===== src/rtl/z80_ld_ir_sequencer.sv =====
// Z80 register-transfer load sequencer: LD r,r' and LD A,I / I,A / A,R / R,A.
// Owns I, R and PC; emits one retirement record per completed instruction.
module z80_ld_ir_sequencer #(
  parameter logic [15:0] RESET_PC = 16'h0000,
  parameter int unsigned ED_EXTRA = 1
) (
  input  logic        clk,
  input  logic        reset_n,
  input  logic        byte_valid,
  output logic        byte_ready,
  input  logic [7:0]  byte_data,
  input  logic        iff2,
  output logic [2:0]  reg_rnum,
  input  logic [7:0]  reg_rdata,
  output logic        reg_wr,
  output logic [2:0]  reg_wnum,
  output logic [7:0]  reg_wdata,
  input  logic [7:0]  f_rdata,
  output logic        f_wr,
  output logic [7:0]  f_wdata,
  output logic [7:0]  i_q,
  output logic [7:0]  r_q,
  output logic [15:0] pc_q,
  output logic        retire_valid,
  input  logic        retire_ready,
  output logic [15:0] retire_insn,
  output logic [1:0]  retire_len,
  output logic [15:0] retire_pc,
  output logic        illegal
);

  typedef enum logic [2:0] {
    S_FETCH, S_FETCH2, S_EXEC, S_WB, S_RETIRE
  } state_t;

  localparam logic [2:0] ED_CNT = 3'(ED_EXTRA);

  state_t      state_q, state_d;
  logic [15:0] pc_d, rpc_q, rpc_d;
  logic [7:0]  r_d, i_d, op_q, op_d, lat_q, lat_d;
  logic        ed_q, ed_d, ill_q, ill_d;
  logic [2:0]  cnt_q, cnt_d;
  logic [7:0]  r_inc;
  logic        rr_ok, ed_ok;
  logic        is_ai, is_ar, is_ia;
  logic        unused_f;

  // Refresh counter: only the low 7 bits count, bit 7 is software-owned
  assign r_inc = {r_q[7], r_q[6:0] + 7'd1};

  assign rr_ok = (byte_data[7:6] == 2'b01)
              && (byte_data[5:3] != 3'b110)
              && (byte_data[2:0] != 3'b110);
  assign ed_ok = (byte_data == 8'h47) || (byte_data == 8'h4F)
              || (byte_data == 8'h57) || (byte_data == 8'h5F);

  assign is_ai = (op_q == 8'h57);
  assign is_ar = (op_q == 8'h5F);
  assign is_ia = (op_q == 8'h47);
  assign unused_f = ^f_rdata[7:1];

  always_comb begin
    state_d    = state_q;
    pc_d       = pc_q;
    rpc_d      = rpc_q;
    r_d        = r_q;
    i_d        = i_q;
    op_d       = op_q;
    lat_d      = lat_q;
    ed_d       = ed_q;
    cnt_d      = cnt_q;
    ill_d      = 1'b0;
    byte_ready = 1'b0;
    reg_rnum   = 3'd0;
    reg_wr     = 1'b0;
    reg_wnum   = 3'd0;
    reg_wdata  = 8'h00;
    f_wr       = 1'b0;
    f_wdata    = 8'h00;
    unique case (state_q)
      S_FETCH: begin
        byte_ready = 1'b1;
        if (byte_valid) begin
          r_d   = r_inc;
          pc_d  = pc_q + 16'd1;
          rpc_d = pc_q;
          if (byte_data == 8'hED) begin
            ed_d    = 1'b1;
            state_d = S_FETCH2;
          end else if (rr_ok) begin
            ed_d    = 1'b0;
            op_d    = byte_data;
            cnt_d   = 3'd0;
            state_d = S_EXEC;
          end else begin
            ill_d = 1'b1;
          end
        end
      end
      S_FETCH2: begin
        byte_ready = 1'b1;
        if (byte_valid) begin
          r_d  = r_inc;
          pc_d = pc_q + 16'd1;
          if (ed_ok) begin
            op_d    = byte_data;
            cnt_d   = ED_CNT;
            state_d = S_EXEC;
          end else begin
            ill_d   = 1'b1;
            state_d = S_FETCH;
          end
        end
      end
      S_EXEC: begin
        if (!ed_q) begin
          reg_rnum = op_q[2:0];
          lat_d    = reg_rdata;
        end else if (is_ai) begin
          lat_d = i_q;
        end else if (is_ar) begin
          lat_d = r_q;
        end else begin
          reg_rnum = 3'b111;
          lat_d    = reg_rdata;
        end
        if (cnt_q == 3'd0) state_d = S_WB;
        else cnt_d = cnt_q - 3'd1;
      end
      S_WB: begin
        state_d = S_RETIRE;
        if (!ed_q) begin
          reg_wr    = 1'b1;
          reg_wnum  = op_q[5:3];
          reg_wdata = lat_q;
        end else if (is_ai || is_ar) begin
          reg_wr    = 1'b1;
          reg_wnum  = 3'b111;
          reg_wdata = lat_q;
          f_wr      = 1'b1;
          f_wdata   = {lat_q[7], lat_q == 8'h00, lat_q[5], 1'b0,
                       lat_q[3], iff2, 1'b0, f_rdata[0]};
        end else if (is_ia) begin
          i_d = lat_q;
        end else begin
          r_d = lat_q;
        end
      end
      S_RETIRE: begin
        if (retire_ready) state_d = S_FETCH;
      end
      default: state_d = S_FETCH;
    endcase
  end

  always_ff @(posedge clk or negedge reset_n) begin
    if (!reset_n) begin
      state_q <= S_FETCH;
      pc_q    <= RESET_PC;
      rpc_q   <= 16'h0000;
      r_q     <= 8'h00;
      i_q     <= 8'h00;
      op_q    <= 8'h00;
      lat_q   <= 8'h00;
      ed_q    <= 1'b0;
      cnt_q   <= 3'd0;
      ill_q   <= 1'b0;
    end else begin
      state_q <= state_d;
      pc_q    <= pc_d;
      rpc_q   <= rpc_d;
      r_q     <= r_d;
      i_q     <= i_d;
      op_q    <= op_d;
      lat_q   <= lat_d;
      ed_q    <= ed_d;
      cnt_q   <= cnt_d;
      ill_q   <= ill_d;
    end
  end

  assign illegal      = ill_q;
  assign retire_valid = (state_q == S_RETIRE);
  assign retire_insn  = retire_valid ? {ed_q ? 8'hED : 8'h00, op_q} : 16'h0000;
  assign retire_len   = retire_valid ? (ed_q ? 2'd2 : 2'd1) : 2'd0;
  assign retire_pc    = retire_valid ? rpc_q : 16'h0000;

endmodule


===== config.mk =====
export PLATFORM = sky130hd
export DESIGN_NAME = z80_ld_ir_sequencer
export DESIGN_NICKNAME = d
export VERILOG_FILES = /design/src/rtl/z80_ld_ir_sequencer.sv
export SDC_FILE = /design/constraint.sdc
export NUM_CORES = 1
export LEC_CHECK = 0
export ABC_AREA = 1
export CAP_MARGIN = 25
export CORE_ASPECT_RATIO = 0.75
export CORE_MARGIN = 2
export CORE_UTILIZATION = 52
export DETAILED_ROUTE_END_ITERATION = 10
export PLACE_DENSITY = 0.87
export SYNTH_ARGS = -nofsm -noshare
export SYNTH_HDL_FRONTEND = slang
export SYNTH_SLANG_ARGS = --single-unit

===== constraint.sdc =====
create_clock -name clk -period 2.2 [get_ports clk]
set_clock_uncertainty 0.05 [all_clocks]
set_input_delay 0.22 -clock clk [delete_from_list [all_inputs] [get_ports clk]]
set_output_delay 0.22 -clock clk [all_outputs]
set_load 0.005 [all_outputs]

Word level (Yosys, flattened, before mapping)
Index checks and enable logic that the tools add are counted.
- add/subtract/negate cells: 3
- multipliers: 0
- div/mod/pow operators: 0
- magnitude comparators: 0
- equality and inequality tests: 28
- shift-type cells: 0
- mux-type cells: 61
- bitwise operators: 3
- reduce and logical (&&, ||, !) cells: 23
- operators with widths (operator ; number):
    8-bit 2-to-1 mux ; 18
    3-bit 2-to-1 mux ; 19
    8-bit by 7-bit equality test with 1-bit output, second input constant ; 7
    16-bit 2-to-1 mux ; 2
    8-bit one-hot mux with 2 select lines ; 2
    2-bit != test, second input constant ; 10
    16-bit by 1-bit adder with 16-bit output, second input constant ; 1
    3-bit one-hot mux with 5 select lines ; 1
    5-bit AND reduction ; 3
    1-bit 2-to-1 mux ; 13
    3-bit != test, second input constant ; 3
    3-bit one-hot mux with 3 select lines ; 1
    8-bit equality test, second input constant ; 1
    8-bit logical NOT ; 1
    7-bit by 1-bit adder with 7-bit output, second input constant ; 1
    7-bit 2-to-1 mux ; 1
    7-bit AND reduction ; 1
    3-bit by 2-bit equality test with 1-bit output, second input constant ; 2
    3-bit logical NOT ; 2
    2-bit 2-to-1 mux ; 3
    6-bit AND reduction ; 1
    2-bit nonzero test ; 3
    1-bit logical OR ; 4
    2-bit by 1-bit != test with 1-bit output, second input constant ; 2
    other kinds (12) ; 16
- register bits after elaboration: 72
- bits in latches: 0
- bits in writable memories: 0
- ROM bits: 0
- output and inout bits: 93
- word-level logic and storage cells: 129
- memories: 0

Logic depth before layout (Yosys ltp)
- depth in word-level cells: 7
- mapped depth: 10
- mapped depth without buffers: 10

Worst setup path after synthesis
Ideal clock, no wire load.
- path kind: reg2out
- start point: register state_q[2]
- end point: output retire_insn[10]
- arrival: 1.482 ns
- data required time: 1.930 ns
- path slack: 0.448 ns
- cell stages (with the launch flop): 6
- path buffers: 1
- cells stage by stage: dfrtp_1 -> inv_1 -> nor3_1 -> inv_2 -> nor2_1 -> buf_4
- cells in the longest elaborated chain, start to end: 2
- ends and longest elaborated chain (item ; line ; RTL):
    start: declaration ; 38 ; state_t state_q, state_d;
    start signal: assignment ; 169 ; state_q <= state_d;
    3-bit equality test ; 183 ; assign retire_valid = (state_q == S_RETIRE);
    named net retire_valid ; 24 ; output logic retire_valid,
    16-bit 2-to-1 mux ; 184 ; assign retire_insn = retire_valid ? {ed_q ? 8'hED : 8'h00, op_q} : 16'h0000;
    end: declaration ; 26 ; output logic [15:0] retire_insn,
The timed path passes the listed nets, and every way through them passes these cells.

Worst setup path in the final report
- start point: register state_q[1]
- end point: output retire_pc[8]
- cells in the longest elaborated chain, start to end: 2
- ends and longest elaborated chain (item ; line ; RTL):
    3-bit equality test ; 183 ;
    16-bit 2-to-1 mux ; 186 ; assign retire_pc = retire_valid ? rpc_q : 16'h0000;
    end: declaration ; 28 ; output logic [15:0] retire_pc,
Every way passes these cells.

==> results.toml <==
[run_status]
status = "complete, no violations"

[global_routing]
grt_pass1_wl_um = 18990
antenna_found_initial = 0
first_global_vias = 4138
grt_overflow = 0
grt_use_total_pct = 27.46
grt_max_degree = 35

[die]
die_w_um = 108.4
rows = 28
die_h_um = 82.30
start_util_pct = 53.68
core_um2 = 7918
ios = 122
die_area_um2 = 8920

[drt]
routed_wl_um = 12070
routedWlPerCell_um = 14.48
drt.antenna.violating_nets = 0
initialDrtViolationCount = 378
vias_per_cell = 5.203
drc_errors = 0
num_vias = 4334
drt_first_pass_iters = 8

[timing]
fmax_ghz = 0.4620
tns_ps = 0
holdWs_ps = 380.8
setup_viol = 0
finalMaxSlewViolations = 0
min_period_ps = 2165
relSlewSlack_pct = 56.41
final.period_utilization_pct = 98.39
final-hold-violation-count = 0
tightest_slew_ps = 653.8

[layout]
multi_input_area_um2 = 2001
final_nets = 756
seqCellArea_um2 = 1805
fin_cells = 833
diodes = 0
syn2layout_area_growth_pct = 39.45
n_fill_cell = 567
final_layout_size_suffix_gt1_share_pct = 13.60

[place]
dpl.cell_count = 806
numPortBuffers = 110
dp_hpwl_um = 8669
gp_congestion = 0.9069

[yosys]
netlist_area_um2 = 4250
ys_seq_area_share_pct = 42.39
synth.most_common_cell = "nand2_1"
ys_seq_elements = 72
synth_cell_types = 30
yosysTopAreaCellShare_pct = 42.39
synth-edff-count = 0
ys.flop_type = "dfrtp_1"
yosys-top-cells-area = "dfrtp_1, nand2_1, inv_1"
avgSynthCellArea_um2 = 7.131
yosysTopAreaCell = "dfrtp_1"
synth_commonest_cells = "nand2_1, inv_1, nor2_1, dfrtp_1, nand3_1"
ys_async_sr_fraction_pct = 100.0
ys_warn_count = 0
netlist_instances = 596

[clocking]
cts_buffers = 9
cts_buffer_depth = 2
cts_tree = "done"
clk_latency_ps = 350
cts_htree_levels = 3
clk_pin_slew_worst_paths_ps = 80
cts.sinks = 72
root_buffer = "clkbuf_8"

[critical_path]
cp-start-kind = "flip-flop"
worstSetupEndpointType = "primary output"
required_ps = 1930
rrSetupSlack_ps = 230
crit_chain = "nor3_4 > inv_2 > buf_12 > nor2_4 > clkdlybuf4s50_1"
cp.arrival_ps = 1890
path_class = "reg2out"
slowest_delay_ps = 500
path_buf_inv = 3
slowest_stage = "clkdlybuf4s50_1"
critPathMaxFanout = 25
path_delay_family = "buffers and inverters"

[flow_run]
max-cap-violations = 0

[hold_path]
min_path_type = "in2async"

[pwr]
power.total_mw = 5.546
vdd_drop_max_mv = 0.5633
p_leak_nw = 3.459
power_density_nw_per_um2 = 935.7
path summary, 6_finish.rpt:
kind / startpoint / to / depth (start not counted)
setup / recovery: state_q[1] / retire_pc[8] / 5
hold / removal: reset_n / op_q[5] / 2
setup reg to reg: state_q[1] / cnt_q[0] / 10
hold reg to reg: rpc_q[0] / rpc_q[0] / 2
max in group asynchronous: reset_n / lat_q[6] / 3
min in group clk: byte_data[4] / op_q[4] / 3
flip-flops by register name (all words and copies together), names as in the netlist:
signal / count
illegal: 1
r_q: 8
ed_q: 1
rpc_q: 16
state_q: 3
op_q: 8
i_q: 8
cnt_q: 3
pc_q: 16
lat_q: 8
layout by cell type (no fill, tap or decap), types with 2 or more instances in the layout:
| master | instances |
|---|---|
| dlygate4sd2_1 | 20 |
| conb_1 | 4 |
| nor2_1 | 71 |
| nor3_2 | 3 |
| a21oi_2 | 6 |
| dlymetal6s2s_1 | 20 |
| ha_1 | 4 |
| a21oi_1 | 24 |
| dfrtp_2 | 3 |
| inv_8 | 2 |
| buf_4 | 22 |
| buf_6 | 2 |
| o21bai_1 | 4 |
| nor2_4 | 10 |
| nor2_2 | 8 |
| dfrtp_1 | 69 |
| buf_12 | 2 |
| nand3_1 | 38 |
| nor3_1 | 4 |
| nand2_1 | 160 |
| nand2_2 | 6 |
| clkdlybuf4s50_1 | 69 |
| bufinv_16 | 2 |
| clkinvlp_4 | 2 |
| nand2_4 | 3 |
| nand3b_1 | 5 |
| inv_1 | 92 |
| xor2_1 | 13 |
| inv_2 | 10 |
| o21ai_0 | 23 |
| clkbuf_8 | 9 |
| nand4_1 | 6 |
| inv_6 | 2 |
stage by stage:
stage                     worst slack (ps)  instance area [um^2]  utilization, %
final                                35.50                  5927           74.86
after global routing                -11.16                  5927           74.86
after CTS                            1.947                  5789           73.12
after detailed placement            -26.85                  5455           68.90
after global placement               86.38                  5455           68.90
after floorplan                      447.6                  4262               -
repair_timing:
item                       4_1_cts  5_1_grt
setup buffers                    6        4
pin swaps                        2        6
gates resized for setup         48       39
setup endpoints to repair       54       37
hold buffers                     1        0
hold endpoints to repair        23        0
cells by family after synthesis:
logic type	count (synthesis)	share of synthesized area, %
adder cells (fa/ha/maj)	4	1.178
buffers and inverters	128	13.16
AO/OA/AOI/OAI	59	7.713
AND/OR/NAND/NOR	319	32.79
other	1	0.08823
flip-flops	72	42.39
XOR/XNOR	13	2.679
per-layer routing:
| layer | vias to the layer above | GRT usage (%) | wire length (um) |
|---|---|---|---|
| met5 | - | 0 | 0 |
| met4 | 0 | 7.949 | 177 |
| met3 | 34 | 8.713 | 1341 |
| met2 | 246 | 45.79 | 5697 |
| met1 | 1992 | 34.83 | 4849 |
| li1 | 2062 | - | - |
power by group:
part | leakage [nW] | total, mW | internal (mW) | switching [mW]
Clock | 0.108 | 1.19 | 0.651 | 0.536
Sequential | 0.900 | 2.12 | 1.72 | 0.401
Combinational | 2.45 | 2.24 | 0.905 | 1.34
area by class of cell:
class	count	share of cell area (%)
repair buffers	137	22.93
well taps	105	2.217
inverters	104	6.798
multi-input cells	399	33.76
clock inverters	7	1.752
flip-flops and latches	72	30.46
clock buffers	9	2.090
Power figures use the tool's default switching activity.
